`config.mk`:
```
export PLATFORM = sky130hd
export DESIGN_NAME = hazard_ctrl
export DESIGN_NICKNAME = d
export VERILOG_FILES = /design/src/rtl/hazard_ctrl.sv
export SDC_FILE = /design/constraint.sdc
export NUM_CORES = 1
export LEC_CHECK = 0
export CAP_MARGIN = 20
export CELL_PAD_IN_SITES_DETAIL_PLACEMENT = 0
export CELL_PAD_IN_SITES_GLOBAL_PLACEMENT = 1
export CORE_ASPECT_RATIO = 0.75
export CORE_MARGIN = 2
export CORE_UTILIZATION = 28
export CTS_BUF_LIST = sky130_fd_sc_hd__clkbuf_2
export DETAILED_ROUTE_END_ITERATION = 7
export PLACE_DENSITY = 0.8
export REMOVE_ABC_BUFFERS = 1
export SYNTH_ARGS = -nofsm -noshare
export SYNTH_HDL_FRONTEND = slang
export SYNTH_SLANG_ARGS = --single-unit
```
`constraint.sdc`:
```
create_clock -name clk -period 2.2 [get_ports clk]
set_input_delay 0.22 -clock clk [delete_from_list [all_inputs] [get_ports clk]]
set_output_delay 0.22 -clock clk [all_outputs]
set_load 0.005 [all_outputs]
```
`src/rtl/hazard_ctrl.sv`:
```
// Pipeline hazard sequencer: load-use stall, post-redirect flush, data-memory freeze.
// Optional HAZARD_PERF_EN adds saturating perf_stall / perf_flush event counters.
module hazard_ctrl #(
  parameter int REG_AW       = 5,
  parameter int FLUSH_CYCLES = 2,
  parameter int PERF_W       = 16
) (
  input  logic              clk,
  input  logic              rst_n,
  input  logic              id_valid,
  input  logic [4:0]        id_opcode,
  input  logic              id_i,
  input  logic [REG_AW-1:0] id_rs1,
  input  logic [REG_AW-1:0] id_rs2,
  input  logic              ex_mem_read,
  input  logic [REG_AW-1:0] ex_rd,
  input  logic              ex_jump,
  input  logic              ex_br_taken,
  input  logic              mem_busy,
  output logic              pc_en,
  output logic              if_id_en,
  output logic              if_id_flush,
  output logic              stall_flush,
  output logic [1:0]        hz_state
`ifdef HAZARD_PERF_EN
  ,
  output logic [PERF_W-1:0] perf_stall,
  output logic [PERF_W-1:0] perf_flush
`endif
);

  typedef enum logic [1:0] {RUN = 2'd0, LDSTALL = 2'd1, FLUSH = 2'd2, MWAIT = 2'd3} hz_state_e;

  hz_state_e  state_q, state_d;
  logic [2:0] cnt_q, cnt_d;
  logic       rs1_used, rs2_used, load_use, redirect;
  logic       pc_c, en_c, fl_c, st_c;

  assign rs1_used = id_opcode inside {[5'd1:5'd6], [5'd9:5'd14], 5'd16};
  assign rs2_used = ((id_opcode inside {[5'd1:5'd6], 5'd16}) && !id_i) || (id_opcode == 5'd11);
  assign load_use = id_valid && ex_mem_read && (ex_rd != '0) &&
                    ((rs1_used && (id_rs1 == ex_rd)) || (rs2_used && (id_rs2 == ex_rd)));
  assign redirect = ex_jump || ex_br_taken;

  always_ff @(posedge clk or negedge rst_n) begin
    if (!rst_n) begin
      state_q <= RUN;
      cnt_q   <= '0;
    end else begin
      state_q <= state_d;
      cnt_q   <= cnt_d;
    end
  end

  always_comb begin
    state_d = state_q;
    cnt_d   = cnt_q;
    pc_c    = 1'b1;
    en_c    = 1'b1;
    fl_c    = 1'b0;
    st_c    = 1'b0;
    case (state_q)
      RUN: begin
        if (mem_busy) begin
          pc_c    = 1'b0;
          en_c    = 1'b0;
          state_d = MWAIT;
        end else if (redirect) begin
          fl_c    = 1'b1;
          st_c    = 1'b1;
          cnt_d   = 3'(FLUSH_CYCLES - 1);
          state_d = (FLUSH_CYCLES > 1) ? FLUSH : RUN;
        end else if (load_use) begin
          pc_c    = 1'b0;
          en_c    = 1'b0;
          st_c    = 1'b1;
          state_d = LDSTALL;
        end
      end
      // EX holds the injected bubble, so only a memory freeze can intervene here
      LDSTALL: begin
        if (mem_busy) begin
          pc_c    = 1'b0;
          en_c    = 1'b0;
          state_d = MWAIT;
        end else begin
          state_d = RUN;
        end
      end
      // Redirects seen here come from wrong-path instructions and are ignored
      FLUSH: begin
        fl_c = 1'b1;
        st_c = 1'b1;
        if (mem_busy) begin
          pc_c = 1'b0;
          en_c = 1'b0;
        end else begin
          cnt_d = cnt_q - 3'd1;
          if (cnt_q <= 3'd1) state_d = RUN;
        end
      end
      MWAIT: begin
        pc_c = 1'b0;
        en_c = 1'b0;
        if (!mem_busy) state_d = RUN;
      end
      default: state_d = RUN;
    endcase
  end

  assign pc_en       = rst_n && pc_c;
  assign if_id_en    = rst_n && en_c;
  assign if_id_flush = !rst_n || fl_c;
  assign stall_flush = !rst_n || st_c;
  assign hz_state    = rst_n ? state_q : 2'd0;

`ifdef HAZARD_PERF_EN
  logic lds_evt, flush_evt;
  assign lds_evt   = (state_q == RUN) && !mem_busy && !redirect && load_use;
  assign flush_evt = (state_q == RUN) && !mem_busy && redirect;

  always_ff @(posedge clk or negedge rst_n) begin
    if (!rst_n) begin
      perf_stall <= '0;
      perf_flush <= '0;
    end else begin
      if (lds_evt && !(&perf_stall))   perf_stall <= perf_stall + 1'b1;
      if (flush_evt && !(&perf_flush)) perf_flush <= perf_flush + 1'b1;
    end
  end
`endif

endmodule

```
# --- Word level (Yosys, flattened, before mapping) ---
# Index checks and enable logic that the tools add are counted.
totals:
  regBits: 5
  latch_bits: 0
  ram_bits: 0
  rom_bits: 0
  out_inout_bits: 6
  elab_cells: 70
  n_memories: 0
classes:
  addsub: 1
  mul: 0
  div: 0
  n_lt_le_gt_ge: 5
  n_eq_ne: 13
  shifts: 0
  n_mux: 25
  n_bitwise: 0
  reduce_logical: 24
op_table:
  columns: ["op", "n"]
  rows:
  - ["two-way mux 2 bit", 8]
  - ["equality test 5 bit", 2]
  - ["inequality test 2 bit, second input constant", 5]
  - ["logical AND 1 bit", 9]
  - ["two-way mux 1 bit", 9]
  - ["two-way mux 3 bit", 3]
  - ["case mux 2 bit (4 select lines)", 1]
  - ["AND reduction 4 bit", 2]
  - ["case mux 3 bit (2 select lines)", 1]
  - ["equality test 5 x 4 -> 1 bit, second input constant", 1]
  - ["equality test 5 bit, second input constant", 1]
  - ["greater-or-equal comparator 5 x 1 -> 1 bit, second input constant", 1]
  - ["greater-or-equal comparator 5 x 4 -> 1 bit, second input constant", 1]
  - ["less-or-equal comparator 5 x 3 -> 1 bit, second input constant", 1]
  - ["less-or-equal comparator 5 x 4 -> 1 bit, second input constant", 1]
  - ["logical OR 1 bit", 5]
  - ["nonzero test 5 bit", 1]
  - ["equality test 2 bit, second input constant", 2]
  - ["inequality test 4 bit, second input constant", 1]
  - ["case mux 1 bit (2 select lines)", 2]
  - ["nonzero test 2 bit", 2]
  - ["less-or-equal comparator 3 x 1 -> 1 bit, second input constant", 1]
  - ["case mux 1 bit (3 select lines)", 1]
  - ["nonzero test 3 bit", 1]
  - ["5 further kinds", 6]

# --- Longest topological paths before layout ---
# Gate-level depths: netlist (run 1).
depth:
  depth_word: 13
  ltp_mapped: 8

# --- Least setup slack after synthesis (run 1) ---
# OpenSTA, ideal clock, no wires.
synth_path:
  path_kind: "input to output"
  start: "input id_opcode[1]"
  end: "output pc_en"
  arrival_time_ns: 1.446
  required_ns: 1.980
  slack_ns: 0.534
  cell_stages: 6
  path_cell_list: "or4_1 nand4_1 nor3_1 a21o_1 a31oi_1 buf_4"
synth_between:
  elab_chain_len: 13
synth_rtl:
  columns: ["element", "line_no", "text"]
  rows:
  - ["start, declared", "11", "input logic [4:0] id_opcode,"]
  - ["greater-or-equal comparator 5 x 1 -> 1 bit or less-or-equal comparator 5 x 3 -> 1 bit (tied branches)", "39, 40", null]
  - ["logical AND 1 bit", "39, 40", null]
  - ["nonzero test 2 bit", "40", "assign rs2_used = ((id_opcode inside {[5'd1:5'd6], 5'd16}) && !id_i) || (id_opcode == 5'd11);"]
  - ["logical AND 1 bit", "40", null]
  - ["logical OR 1 bit", "40", null]
  - ["logical AND 1 bit", "42", "((rs1_used && (id_rs1 == ex_rd)) || (rs2_used && (id_rs2 == ex_rd)));"]
  - ["logical OR 1 bit *", "42", null]
  - ["logical AND 1 bit *", "41", "assign load_use = id_valid && ex_mem_read && (ex_rd != '0) &&"]
  - ["two-way mux 1 bit * (3 in a row)", null, null]
  - ["case mux 1 bit (3 select lines) *", null, null]
  - ["logical AND 1 bit *", null, null]
  - ["end, declared", "20", "output logic pc_en,"]
# Mark *: on every way between the ends. The rest lies on a longest branch, timed or not.

# --- Worst setup path in the final report (run 1) ---
layout_path:
  start: "input id_opcode[1]"
  end: "output stall_flush"
layout_between:
  elab_chain_len: 13
layout_rtl:
  columns: ["element", "line_no", "text"]
  rows:
  - ["greater-or-equal comparator 5 x 1 -> 1 bit or less-or-equal comparator 5 x 3 -> 1 bit (tied branches)", "39, 40", null]
  - ["logical AND 1 bit", "39, 40", null]
  - ["nonzero test 2 bit", "40", null]
  - ["logical AND 1 bit", "40", null]
  - ["logical OR 1 bit", "40", null]
  - ["logical AND 1 bit", "42", null]
  - ["logical OR 1 bit *", "42", null]
  - ["logical AND 1 bit *", "41", null]
  - ["two-way mux 1 bit *", "73", "end else if (load_use) begin"]
  - ["two-way mux 1 bit *", "68", "end else if (redirect) begin"]
  - ["two-way mux 1 bit *", "64", "if (mem_busy) begin"]
  - ["case mux 1 bit (2 select lines) *", "62", "case (state_q)"]
  - ["logical OR 1 bit *", "114", "assign stall_flush = !rst_n || st_c;"]
  - ["end, declared", "23", "output logic stall_flush,"]
# Marked as above.

==> metrics.yaml, run 1 <==
r2r-start: "state_q[1]$_DFFE_PN0P_"
yosysSeqAreaShare_pct: 18.7
globalRouteOverflowTotal: 0
antenna_found_initial: 0
route.detailed.drc: 0
routedWlPerCell_um: 12.1
vias: 828
clkTransAtPathRegs_ns: 0.06
skew_ns: 0.00143
synth_cells: 87
yosys.area_share.simple_pct: 22.7
hold_viol_final: 0
clockBufferDepth: 2
synth_top_family_by_area: "compound AO/OA/AOI/OAI gates"
grt_max_degree: 9
cts_hold_buf: 0
synth_area_leaders: "dfrtp_1, xnor2_1, ha_1, inv_1, o21ai_0"
synthesis.area_um2: 668
slew_violations: 0
synthAdderAreaFrac_pct: 9.36
r2r_end: "cnt_q[2]$_DFFE_PN0P_"
ir_worst_vdd_v: 0.000299
grt_pass1_wl_mm: 3.68
leakage_nw: 0.563
synth-compound-area-share_pct: 27.3
ys_types: 35
cts_tree: "done"
ys_ff_latch: 5
cts_num_sinks: 5
rows: 15
cts_root_buf: "clkbuf_2"
placed_area_um2: 1180
dp_hpwl_mm: 1.70
io_buffers: 33
coreArea_um2: 2270
fmax_mhz: 466
grt_usage_pct: 17.6
drtIter0Drc: 31
htree_levels: 1
synth_edf_count: 0
cts_buffers: 3
syn_to_final_growth_pct: 89.7
post-route-period-util_pct: 97.5
first_pass_iters: 4
rsz0062_at_grt: "yes"
vias_per_cell: 4.68
netlist.area_leader.share_pct: 18.7
yosys-top-cells-count: "inv_1, xnor2_1, nand2_1, o21ai_0"
finalInstanceArea_um2: 1270
fin_nets: 177
power.density_nw_per_um2: 657
ys_warn_count: 0
relSlewSlack_pct: 70.5
die-height_um: 46.3
synth_ff_type: "dfrtp_1"
setup_viol: 0
yosysTopAreaCell: "dfrtp_1"
diodes: 0
gp_congestion: 0.770
p_total_mw: 0.833
timing.critical_path.required_ns: 1.98
boundaryPins: 34
syn_avg_cell_area_um2: 7.68
synthArstFlopShare_pct: 100
startpoint_type: "input port"
arrival_ns: 1.93
maxCapViolations: 0
synthMuxAreaShare_pct: 1.50
drt-total-wl_mm: 2.14
crit_path_max_fanout: 2
reg2regPathDepth: 9
clk_latency_ns: 0.21
tightest_slew_ns: 0.442
endpoint_kind: "output pin"
grt_pass1_vias: 865
ant_nets: 0
initial_core_util_pct: 29.4
dieArea_um2: 2800
fin_crit_ns: 2.15
worst-setup-path-type: "in -> out"
min_path_type: "in -> async"
drive_gt1_share_pct: 25.2
outcome: "finished clean"
die_w_um: 60.4
synth_xor_area_share_pct: 13.1
rrSetupSlack_ns: 0.23
synth.most_common_cell: "inv_1"
-- routing by layer --
metal | global-route usage (%) | vias up | wire length [um]
met2 | 30.9 | 13 | 1070
met1 | 23.1 | 383 | 1000
met3 | 1.40 | 0 | 67
met4 | 5.33 | 0 | 0
met5 | 0 | - | 0
li1 | - | 432 | -
-- flip-flops by register name, summed over array words and instances, names as in the netlist --
register / flops
cnt_q: 3
state_q: 2
-- layout make-up --
type | instances | area (um2)
inverter | 9 | 33.8
clock buffer | 4 | 20.0
fill | 215 | 1000
tap | 34 | 42.5
timing repair buffer | 54 | 483
multi-input combinational | 71 | 563
sequential | 5 | 125
-- worst max-delay path by stage --
stage,from,to,slack [ns],cells after the start
3_5_place_dp,id_opcode[1],if_id_en,-0.34,7
2_1_floorplan,state_q[0]$_DFFE_PN0P_,stall_flush,0.54,5
5_1_grt,ex_rd[4],stall_flush,-0.03,8
4_1_cts,id_opcode[2],stall_flush,0.02,7
3_3_place_gp,id_opcode[1],if_id_en,-0.29,7
6_report,id_opcode[1],stall_flush,0.05,7
-- metrics by stage --
stage	setup TNS, ns	hold WS (ns)	instances	utilization [%]	setup WS [ns]
floorplan	0	-0.0756	85	-	0.539
global placement	-0.855	0.483	172	51.8	-0.288
detailed placement	-0.960	0.486	172	51.8	-0.339
CTS	0	0.372	177	53.5	0.0176
global route	-0.0536	0.391	177	55.8	-0.0315
finish	0	0.400	177	55.8	0.0540
-- cell families after synthesis --
| logic type | Yosys count |
|---|---|
| AO/OA/AOI/OAI | 27 |
| AND/OR/NAND/NOR | 28 |
| buffers and inverters | 11 |
| adder cells (fa/ha/maj) | 5 |
| multiplexers | 1 |
| XOR/XNOR | 10 |
| flip-flops | 5 |
-- power breakdown --
group | switching (mW) | internal (mW) | leakage [nW] | total [mW]
combinational | 0.284 | 0.299 | 0.484 | 0.583
clock | 0.0384 | 0.0482 | 0.0166 | 0.0866
sequential | 0.0288 | 0.135 | 0.0624 | 0.163
-- repair_timing --
| item | CTS | global route |
|---|---|---|
| endpoints found under the setup margin | 4 | 4 |
| gates resized for setup | 16 | 9 |
| buffers inserted | 1 | 0 |
| pin swaps | 2 | 2 |
-- critical path, stage by stage --
cell	delay [ns]
clkdlybuf4s50_1	0.42
or4_1	0.41
nand4_1	0.14
nor3_2	0.06
a21o_1	0.18
a41o_1	0.23
dlygate4sd2_1	0.26
-- layout by cell type (no fill, tap or decap), types with 3 or more instances in the layout --
cell,n
inv_1,9
xnor2_1,8
clkbuf_2,4
clkdlybuf4s50_1,26
o21ai_0,6
dfrtp_1,5
nand3_1,5
ha_1,5
buf_4,20
nand2_1,7
dlygate4sd2_1,3
a21oi_1,3
o21ai_1,3
Note: power is estimated with default switching activity, not from simulation.
==> run 2: changes to the inputs <==
==> constraint.sdc (replaced) <==
create_clock -name clk -period 2.2 [get_ports clk]
set_input_delay 0.44 -clock clk [delete_from_list [all_inputs] [get_ports clk]]
set_output_delay 0.44 -clock clk [all_outputs]
set_load 0.005 [all_outputs]
==> metrics.yaml, run 2 (same netlist as run 1, synthesis figures left out) <==
outcome: "finished with violations"
violations: "negative setup slack"
globalRouteOverflowTotal: 0
drtIter0Drc: 18
grt_usage_pct: 20.7
coreArea_um2: 2270
rows: 15
die_w_um: 60.4
intPower_mw: 0.544
dp_slack_ns: -0.742
cp_cell_sequence: "buf_6, or4_4, nand4_1, nor3_2, a21o_1, buf_6, a31oi_4, buf_2"
rrSetupSlack_ns: 0.23
setup_viol: 2
grt_pass1_wl_mm: 4.26
slew_violations: 0
syn_to_final_growth_pct: 118
relSlewSlack_pct: 70.4
cts_root_buf: "clkbuf_2"
grt_util_met2_pct: 35.9
diodes: 0
gp_congestion: 0.772
endpoint_kind: "output pin"
timing.critical_path.required_ns: 1.76
cts_buffers: 3
r2r_end: "state_q[0]$_DFFE_PN0P_"
grt_util_met1_pct: 27.0
fin_crit_ns: 2.29
tightest_slew_ns: 0.442
power.density_nw_per_um2: 635
htree_levels: 1
die-height_um: 46.3
cts_hold_buf: 0
post-route-period-util_pct: 104
r2r-start: "state_q[0]$_DFFE_PN0P_"
crit_path_max_fanout: 2
routedWlPerCell_um: 12.9
grt_max_degree: 9
fmax_mhz: 436
fin_nets: 198
crit_path_top_delay_cell: "or4_4"
top_register: "cnt_q"
reg2regPathDepth: 8
drive_gt1_share_pct: 43.9
vias: 949
cpMostUsedCell: "buf_6"
holdWs_ns: 0.338
maxCapViolations: 0
leakage_nw: 0.708
first_pass_iters: 5
dieArea_um2: 2800
reg_top3: "cnt_q x3, state_q x2"
pwr-share-comb_pct: 73.4
startpoint_type: "input port"
route.detailed.drc: 0
clockBufferDepth: 2
clk_latency_ns: 0.21
met3_usage_pct: 2.25
initial_core_util_pct: 29.4
clkPwrFrac_pct: 9.2
clkTransAtPathRegs_ns: 0.06
cts_tree: "done"
boundaryPins: 34
seq_power_share_pct: 17.4
sw_frac_of_total_pct: 41.1
antenna_found_initial: 0
layout_commonest_cell: "buf_4"
ir_worst_vdd_v: 0.000301
skew_ns: 0.00580
layout_setup_ws_ns: -0.0939
ant_nets: 0
final_cell_mix: "buf_4, buf_6, clkdlybuf4s50_1"
rsz0062_at_grt: "yes"
io_buffers: 33
drt-total-wl_mm: 2.56
arrival_ns: 1.85
grt_pass1_vias: 954
largest_register_ffs: 3
switching_power_mw: 0.379
max_stage_delay_ns: 0.52
worst-setup-path-type: "in -> out"
vias_per_cell: 4.79
min_path_type: "in -> async"
filler_cell_count: 189
cts_num_sinks: 5
busiest_layer: "met2"
hold_viol_final: 0
dp_hpwl_mm: 1.87
[run 2: changes by cell type in the layout (fill, tap and decap cells not counted), sizes merged]
cell	delta
clkdlybuf4s50	-16
clkdlybuf4s15	+1
buf	+32
dlygate4sd2	+4
[run 2: timing repair]
action	in CTS	in global routing
buffers inserted	12	2
pin swaps	21	10
resized for setup	85	11
endpoints found under the hold margin	0	0
setup endpoints to repair	6	4
[run 2: power groups by stage]
stage / sequential [mW] / combinational, mW / clock, mW
floorplan: 0.165 / 0.299 / 0
global placement: 0.161 / 0.600 / 0
detailed placement: 0.162 / 0.620 / 0
CTS: 0.161 / 0.651 / 0.0829
global route: 0.168 / 0.748 / 0.0949
finish: 0.161 / 0.677 / 0.0850
[run 2: critical path: cells and delay by family]
family          cells  cell delay, ns
buf+inv             3            0.35
simple gates        3            0.73
compound gates      2            0.34
[run 2: worst max path at each step]
| stage | to | slack, ns | start |
|---|---|---|---|
| 2_1_floorplan | if_id_en | 0.21 | id_opcode[1] |
| 5_1_grt | pc_en | -0.16 | id_opcode[2] |
| 6_report | pc_en | -0.09 | id_opcode[2] |
| 3_3_place_gp | if_id_en | -0.72 | id_opcode[1] |
| 4_1_cts | if_id_en | -0.08 | id_opcode[2] |
| 3_5_place_dp | if_id_en | -0.74 | id_opcode[1] |
[run 2: stage by stage]
stage                     power, mW  TNS, ns  instances  area [um2]  util [%]
after floorplan               0.465        0         85         653         -
after global placement        0.761    -2.40        180        1240      54.4
after detailed placement      0.782    -2.47        180        1240      54.4
after CTS                     0.895   -0.232        196        1400      61.6
after global routing           1.01   -0.394        198        1460      64.1
final                         0.924   -0.187        198        1460      64.1
[run 2: cell type report]
| class | instances | area (um2) | area share (%) |
|---|---|---|---|
| Timing Repair Buffer | 75 | 652 | 44.8 |
| Inverter | 9 | 33.8 | 2.32 |
| Tap cell | 34 | 42.5 | 2.92 |
| Clock buffer | 4 | 20.0 | 1.38 |
| Multi-Input combinational cell | 71 | 582 | 40.0 |
| Sequential cell | 5 | 125 | 8.60 |
[run 2: layer usage]
layer | wire [um] | part of all wire, %
met5 | 0 | 0
met4 | 14 | 0.55
met3 | 112 | 4.4
met2 | 1250 | 49
met1 | 1190 | 46
==> run 3: changes to the inputs <==
Settings changed: CAP_MARGIN 20 to not set.
==> results of run 3 <==
No change in the layout: final DEF, timing and power equal those of run 2.
